--- src/rtl/spm_mem_arbiter.sv ---
`default_nettype none
// ============================================================================
// Module      : spm_mem_arbiter
// Description : Shares the single-port RISC_SPM program/data memory between
//               the CPU and a host loader port. Round-robin arbitration with
//               one granted access per cycle and a one-cycle read latency.
//               When the ARB_FLUSH_EN macro is defined, a flush engine can
//               clear the entire memory. It writes zero to addresses
//               0..MEM_DEPTH-1, one address per cycle.
// Revision    : 1.0 - initial release
// ----------------------------------------------------------------------------
// Ports
//   clk, rst                      clock, synchronous active-low reset
//   cpu_req/we/addr/wdata         CPU request (held until cpu_gnt)
//   cpu_gnt, cpu_rvalid           CPU grant (comb), read data valid (reg)
//   host_req/we/addr/wdata        host request (held until host_gnt)
//   host_gnt, host_rvalid         host grant (comb), read data valid (reg)
//   rdata                         shared read data, qualified by *_rvalid
//   mem_en/we/addr/wdata          memory strobe, write enable, address, data
//   mem_rdata                     memory read data, one cycle after a read
//   flush_start                   one-cycle pulse requesting a full clear
//   flush_busy, flush_done        flush in progress / completion pulse
// Configuration
//   ARB_FLUSH_EN  defined  : flush engine and FLUSH state present
//                 undefined: flush_start ignored, flush_busy/flush_done stay 0
// ============================================================================
module spm_mem_arbiter #(
  parameter int word_size = 8,
  parameter int addr_size = 8,
  parameter int MEM_DEPTH = 256
) (
  input  logic                 clk,
  input  logic                 rst,
  input  logic                 cpu_req,
  input  logic                 cpu_we,
  input  logic [addr_size-1:0] cpu_addr,
  input  logic [word_size-1:0] cpu_wdata,
  output logic                 cpu_gnt,
  output logic                 cpu_rvalid,
  input  logic                 host_req,
  input  logic                 host_we,
  input  logic [addr_size-1:0] host_addr,
  input  logic [word_size-1:0] host_wdata,
  output logic                 host_gnt,
  output logic                 host_rvalid,
  output logic [word_size-1:0] rdata,
  output logic                 mem_en,
  output logic                 mem_we,
  output logic [addr_size-1:0] mem_addr,
  output logic [word_size-1:0] mem_wdata,
  input  logic [word_size-1:0] mem_rdata,
  input  logic                 flush_start,
  output logic                 flush_busy,
  output logic                 flush_done
);

  typedef enum logic [0:0] {
    ARB   = 1'b0,
    FLUSH = 1'b1
  } state_t;

  // last_grant encoding: which requester was granted most recently
  localparam logic LAST_CPU  = 1'b0;
  localparam logic LAST_HOST = 1'b1;

  localparam logic [addr_size-1:0] LAST_ADDR = addr_size'(MEM_DEPTH - 1);

  state_t               state, state_next;
  logic                 last_grant, last_grant_next;
  logic [addr_size-1:0] flush_cnt, flush_cnt_next;
  logic                 flush_done_r, flush_done_next;
  logic                 cpu_win, host_win;
  logic                 flush_go;

`ifdef ARB_FLUSH_EN
  assign flush_go = flush_start;
`else
  // Without the flush engine the FSM never leaves ARB, so flush_busy and
  // flush_done are constant 0 and the flush logic reduces away.
  logic unused_flush_start;
  assign flush_go           = 1'b0;
  assign unused_flush_start = flush_start;
`endif

  // --------------------------------------------------------------------------
  // Arbitration: a lone requester wins immediately; under contention the
  // requester that was not granted last time wins. Grants are suppressed
  // while in reset or while flushing.
  // --------------------------------------------------------------------------
  always_comb begin
    cpu_win  = 1'b0;
    host_win = 1'b0;
    if (rst && (state == ARB)) begin
      if (cpu_req && host_req) begin
        cpu_win  = (last_grant == LAST_HOST);
        host_win = (last_grant == LAST_CPU);
      end else begin
        cpu_win  = cpu_req;
        host_win = host_req;
      end
    end
  end

  assign cpu_gnt  = cpu_win;
  assign host_gnt = host_win;

  // --------------------------------------------------------------------------
  // Memory port mux: the flush engine owns the port while flushing, otherwise
  // the winning requester drives it. Idle cycles drive all zeros.
  // --------------------------------------------------------------------------
  always_comb begin
    mem_en    = 1'b0;
    mem_we    = 1'b0;
    mem_addr  = '0;
    mem_wdata = '0;
    if (rst) begin
      if (state == FLUSH) begin
        mem_en    = 1'b1;
        mem_we    = 1'b1;
        mem_addr  = flush_cnt;
        mem_wdata = '0;
      end else if (cpu_win) begin
        mem_en    = 1'b1;
        mem_we    = cpu_we;
        mem_addr  = cpu_addr;
        mem_wdata = cpu_wdata;
      end else if (host_win) begin
        mem_en    = 1'b1;
        mem_we    = host_we;
        mem_addr  = host_addr;
        mem_wdata = host_wdata;
      end
    end
  end

  // --------------------------------------------------------------------------
  // Next-state logic
  // --------------------------------------------------------------------------
  always_comb begin
    state_next      = state;
    last_grant_next = last_grant;
    flush_cnt_next  = flush_cnt;
    flush_done_next = 1'b0;

    if (cpu_win) begin
      last_grant_next = LAST_CPU;
    end else if (host_win) begin
      last_grant_next = LAST_HOST;
    end

    case (state)
      ARB: begin
        // Arbitration still runs in the cycle flush_start arrives, so a read
        // granted here returns its data during the first flush cycle.
        if (flush_go) begin
          state_next     = FLUSH;
          flush_cnt_next = '0;
        end
      end
      FLUSH: begin
        if (flush_cnt == LAST_ADDR) begin
          state_next      = ARB;
          flush_cnt_next  = '0;
          flush_done_next = 1'b1;
          // Requests that waited out the flush resolve in favour of the CPU.
          last_grant_next = LAST_HOST;
        end else begin
          flush_cnt_next = flush_cnt + 1'b1;
        end
      end
      default: begin
        state_next = ARB;
      end
    endcase
  end

  // --------------------------------------------------------------------------
  // State registers
  // --------------------------------------------------------------------------
  always_ff @(posedge clk) begin
    if (!rst) begin
      state        <= ARB;
      last_grant   <= LAST_HOST;
      flush_cnt    <= '0;
      flush_done_r <= 1'b0;
      cpu_rvalid   <= 1'b0;
      host_rvalid  <= 1'b0;
    end else begin
      state        <= state_next;
      last_grant   <= last_grant_next;
      flush_cnt    <= flush_cnt_next;
      flush_done_r <= flush_done_next;
      // Read data comes back one cycle after the strobe; flag its owner.
      cpu_rvalid   <= cpu_win  & ~cpu_we;
      host_rvalid  <= host_win & ~host_we;
    end
  end

  assign rdata      = mem_rdata;
  assign flush_busy = (state == FLUSH);
  assign flush_done = flush_done_r;

endmodule
`default_nettype wire

--- config.mk ---
export PLATFORM = sky130hd
export DESIGN_NAME = spm_mem_arbiter
export DESIGN_NICKNAME = d
export VERILOG_FILES = /design/src/rtl/spm_mem_arbiter.sv
export SDC_FILE = /design/constraint.sdc
export NUM_CORES = 1
export LEC_CHECK = 0
export ABC_AREA = 1
export CORE_ASPECT_RATIO = 1.75
export CORE_MARGIN = 10
export CORE_UTILIZATION = 30
export DETAILED_ROUTE_END_ITERATION = 7
export GPL_TIMING_DRIVEN = 1
export PLACE_DENSITY = 0.81
export SLEW_MARGIN = 20
export SYNTH_ARGS = -nofsm -noshare
export SYNTH_HDL_FRONTEND = slang
export SYNTH_SLANG_ARGS = --single-unit
export TNS_END_PERCENT = 1
--- constraint.sdc ---
create_clock -name clk -period 1.7 [get_ports clk]
set_clock_uncertainty 0.15 [all_clocks]
set_input_delay 0.34 -clock clk [delete_from_list [all_inputs] [get_ports clk]]
set_output_delay 0.34 -clock clk [all_outputs]
set_load 0.005 [all_outputs]
==> parameters.txt <==
Parameter                              Value

Outcome
  Run status    finished with violations
  Failing checks    negative setup slack

Logic synthesis
  Fraction of post-synthesis cell area in the top cell type by area    28.1%
  Most numerous cell types in the synthesized netlist    64 x nand2_1, 14 x nand3_1, 13 x dfxtp_1, 13 x nor2_1, 11 x inv_1
  Unique cell type count in the Yosys netlist    24
  Sequential cell area fraction in the yosys report    28.1%
  Post-synth top area cell    dfxtp_1
  Number of standard cells after synthesis    149
  Number of flops mapped to enable cells by yosys    0
  Synthesized net count    197
  Most used flip-flop cell after synthesis    dfxtp_1
  Synth top area cells    dfxtp_1 28%, nand2_1 26%, nand3_1 7.6%
  Yosys warns    0
  Post-synth ARST share    0%
  Post-synthesis instance area    926 um^2
  Per-instance average area after synthesis    6.21 um^2
  Library cell with the highest instance count after synthesis    nand2_1
  Register bit total from synthesis    13

Floorplanning
  Area of the core    2960 um^2
  Starting Density    31.3%
  Die W    62.0 um
  Die Outline Area    5800 um^2
  Rows    26
  Die Y    93.5 um
  Number of ports placed on the die boundary    79

Worst setup path
  CP startpoint kind    register
  WP data required    1210 ps
  Worst setup slack for register-to-register paths    220 ps
  Crit path largest cell delay    330 ps
  Start-to-end type of the worst setup path    register to primary output
  Critical register-to-register path startpoint    flush_cnt[0]
  End of the worst register-to-register path    flush_cnt[3]
  Critical path capture point type    primary output
  Slowest library cell on the worst path    dfxtp_2
  List of cells traversed by the critical path    inv_2 -> nand2_4 -> a21oi_4 -> buf_6 -> buf_16 -> nand2_2 -> nand3_2 -> buf_2
  Signal arrival time at the worst endpoint    1380 ps
  Largest driver fanout on the critical path    5
  R2R cell count    7

Clock network
  Number of H-tree branching levels    1
  TritonCTS Sinks    13
  Clock Tree Buf Depth    2
  Number of buffers inserted during clock tree synthesis    3
  CTS tree    done
  Clock transition at path regs    60 ps
  Cell at the root of the clock tree    clkbuf_8
  Clock insertion delay at the later pin of the skew report    250 ps
  Hold-fix buffers at CTS    0

GRT
  Vias in the first global route    1160
  Aggregate global routing overflow    0
  Wire length of the first global-routing pass    5620 um
  Pin count of the biggest net entering global routing    10
  GRT Util Overall    13.1%
  Number of antenna violations at the first check in global routing    0

Place
  Routability-driven placement congestion ratio    0.892
  Count of port buffers added during placement    61
  Post-placement setup slack    -840 ps
  Placed wire-length estimate    2740 um

Route
  Via-to-Cell Ratio    4.40
  Detailed-routed wire length on met2    2190 um
  Top routing layer in use    met4
  Length of routed met3 wiring    250 um
  Total routed wire length on the met1 layer    1220 um
  DR iter-0 viols    15
  WL final    3760 um
  Routed wire per std cell    14.1 um
  Length of the first detailed-routing pass in iterations    4
  DRC errors left    0
  Final ANT Viol Nets    0
  Count of vias placed by the detailed router    1171

Pwr
  Ratio of total power to cell area    506 nW/um^2
  Reported net switching power    0.000236 W
  Int Pwr    0.000651 W
  Combinational cell fraction of total power    32.3%
  Fraction of power consumed by the clock network    32.7%
  Standby leakage power    0.854 nW
  Sequential share of power    35.0%
  Power after layout    0.000887 W
  Highest ir drop seen on vdd    0.572 mV
  Sw frac    26.6%

Layout
  Share of layout cells above drive strength 1    31.3%
  Storage cell area    262 um^2
  Area occupied by multi-input gates    597 um^2
  Antenna diode count    0
  Syn-to-layout area delta    89.2%
  Filler cell count in the final layout    277
  Nets@finish    273

STA
  Transition time of the tightest slew-check pin    255 ps
  Maximum clock frequency    534 MHz
  Final critical-path required period    1870 ps
  Setup repair after global routing missed its margin    true
  Worst setup margin    -172 ps
  Headroom to the max-slew limit    82.9%
  Hold slack final    341 ps
  Final hold viol count    0
  Final-report max-slew violation count    0
  Final setup vio count    19
  Post-route clock period utilization    110%

Hold path
  Worst Hold Launch    rst
  Hold Crit Depth    3
  Endpoint, Worst Hold    flush_cnt[6]
  Path type of the worst min-delay path    input port to register

Flow run
  Max-cap check violation count    0
## through the flow
stage | area [um^2] | instances | util (%) | TNS (ps)
after CTS | 1720 | 265 | 58.2 | -2310
final | 1750 | 266 | 59.2 | -2450
after global placement | 1590 | 252 | 53.7 | -15820
after global routing | 1750 | 266 | 59.2 | -3840
after floorplan | 926 | 149 | - | 0
after detailed placement | 1590 | 252 | 53.7 | -16330
## metal layers
metal | vias to the layer above | global-route usage [%]
met5 | - | 0
met4 | 0 | 7.49
met3 | 9 | 2.30
met2 | 39 | 25.4
met1 | 514 | 11.4
li1 | 609 | -
## how the worst max path moves through the flow
| stage | startpoint | to | slack, ps | cells past startpoint |
|---|---|---|---|---|
| finish | flush_busy | mem_addr[5] | -170 | 8 |
| global route | flush_busy | mem_addr[0] | -230 | 8 |
| CTS | flush_busy | mem_addr[0] | -150 | 8 |
| detailed placement | rst | mem_addr[7] | -840 | 8 |
| global placement | rst | mem_addr[7] | -810 | 8 |
| floorplan | host_req | mem_wdata[0] | 140 | 6 |
## what timing repair did
item / in CTS / in global routing
endpoints found under the setup margin: 21 / 20
setup buffers: 6 / 1
pin swaps: 9 / 5
gates cloned: 3 / 0
resized for setup: 108 / 5
## critical path, delay by kind of cell, from the launching register on
kind            cells  cell delay (ps)
compound gates      1              170
buf+inv             4              460
flops               1              330
simple gates        3              180
## power groups by stage
stage | Sequential, W | Combinational [W] | Clock (W)
floorplan | 0.000317 | 0.0000903 | 0
detailed placement | 0.000316 | 0.000255 | 0
global placement | 0.000316 | 0.000254 | 0
global route | 0.000310 | 0.000308 | 0.000304
finish | 0.000310 | 0.000287 | 0.000290
CTS | 0.000310 | 0.000282 | 0.000287
## final cells by class
type | count | share of cell area, %
sequential | 13 | 14.9
inverter | 14 | 3.29
multi-input combinational | 112 | 34.1
clock buffer | 4 | 2.57
tap | 42 | 3.00
timing repair inverter | 1 | 0.214
timing repair buffer | 80 | 41.9
## logic make-up (layout without fill, tap and decap cells)
family | count (synthesis) | after routing | synth area share (%)
AOI/OAI and AO/OA | 10 | 10 | 7.43
xor gates and xnor gates | 2 | 2 | 1.89
adders and majority gates | 1 | 1 | 1.35
buffers and inverters | 24 | 99 | 15.3
DFF | 13 | 13 | 28.1
and+or+nand+nor | 99 | 99 | 45.9
## cells in the final DEF, fill, tap and decap left out, drive strengths merged
| cell | count |
|---|---|
| nand2 | 68 |
| buf | 38 |
| clkdlybuf4s50 | 37 |
| nand3 | 15 |
| nor2 | 14 |
| inv | 14 |
| dfxtp | 13 |
| o21ai | 4 |
| a21oi | 4 |
| clkbuf | 4 |
| clkdlybuf4s15 | 4 |
| nor3b | 2 |
| clkinv | 1 |
| a41oi | 1 |
| xor2 | 1 |
| a22o | 1 |
| xnor2 | 1 |
| ha | 1 |
| dlygate4sd2 | 1 |
## registers in the layout, summed over array words and instances, names as in the netlist
register,cells
flush_busy,1
last_grant,1
cpu_rvalid,1
host_rvalid,1
flush_cnt,8
flush_done,1
No activity file was read; power rests on OpenSTA's default activity.
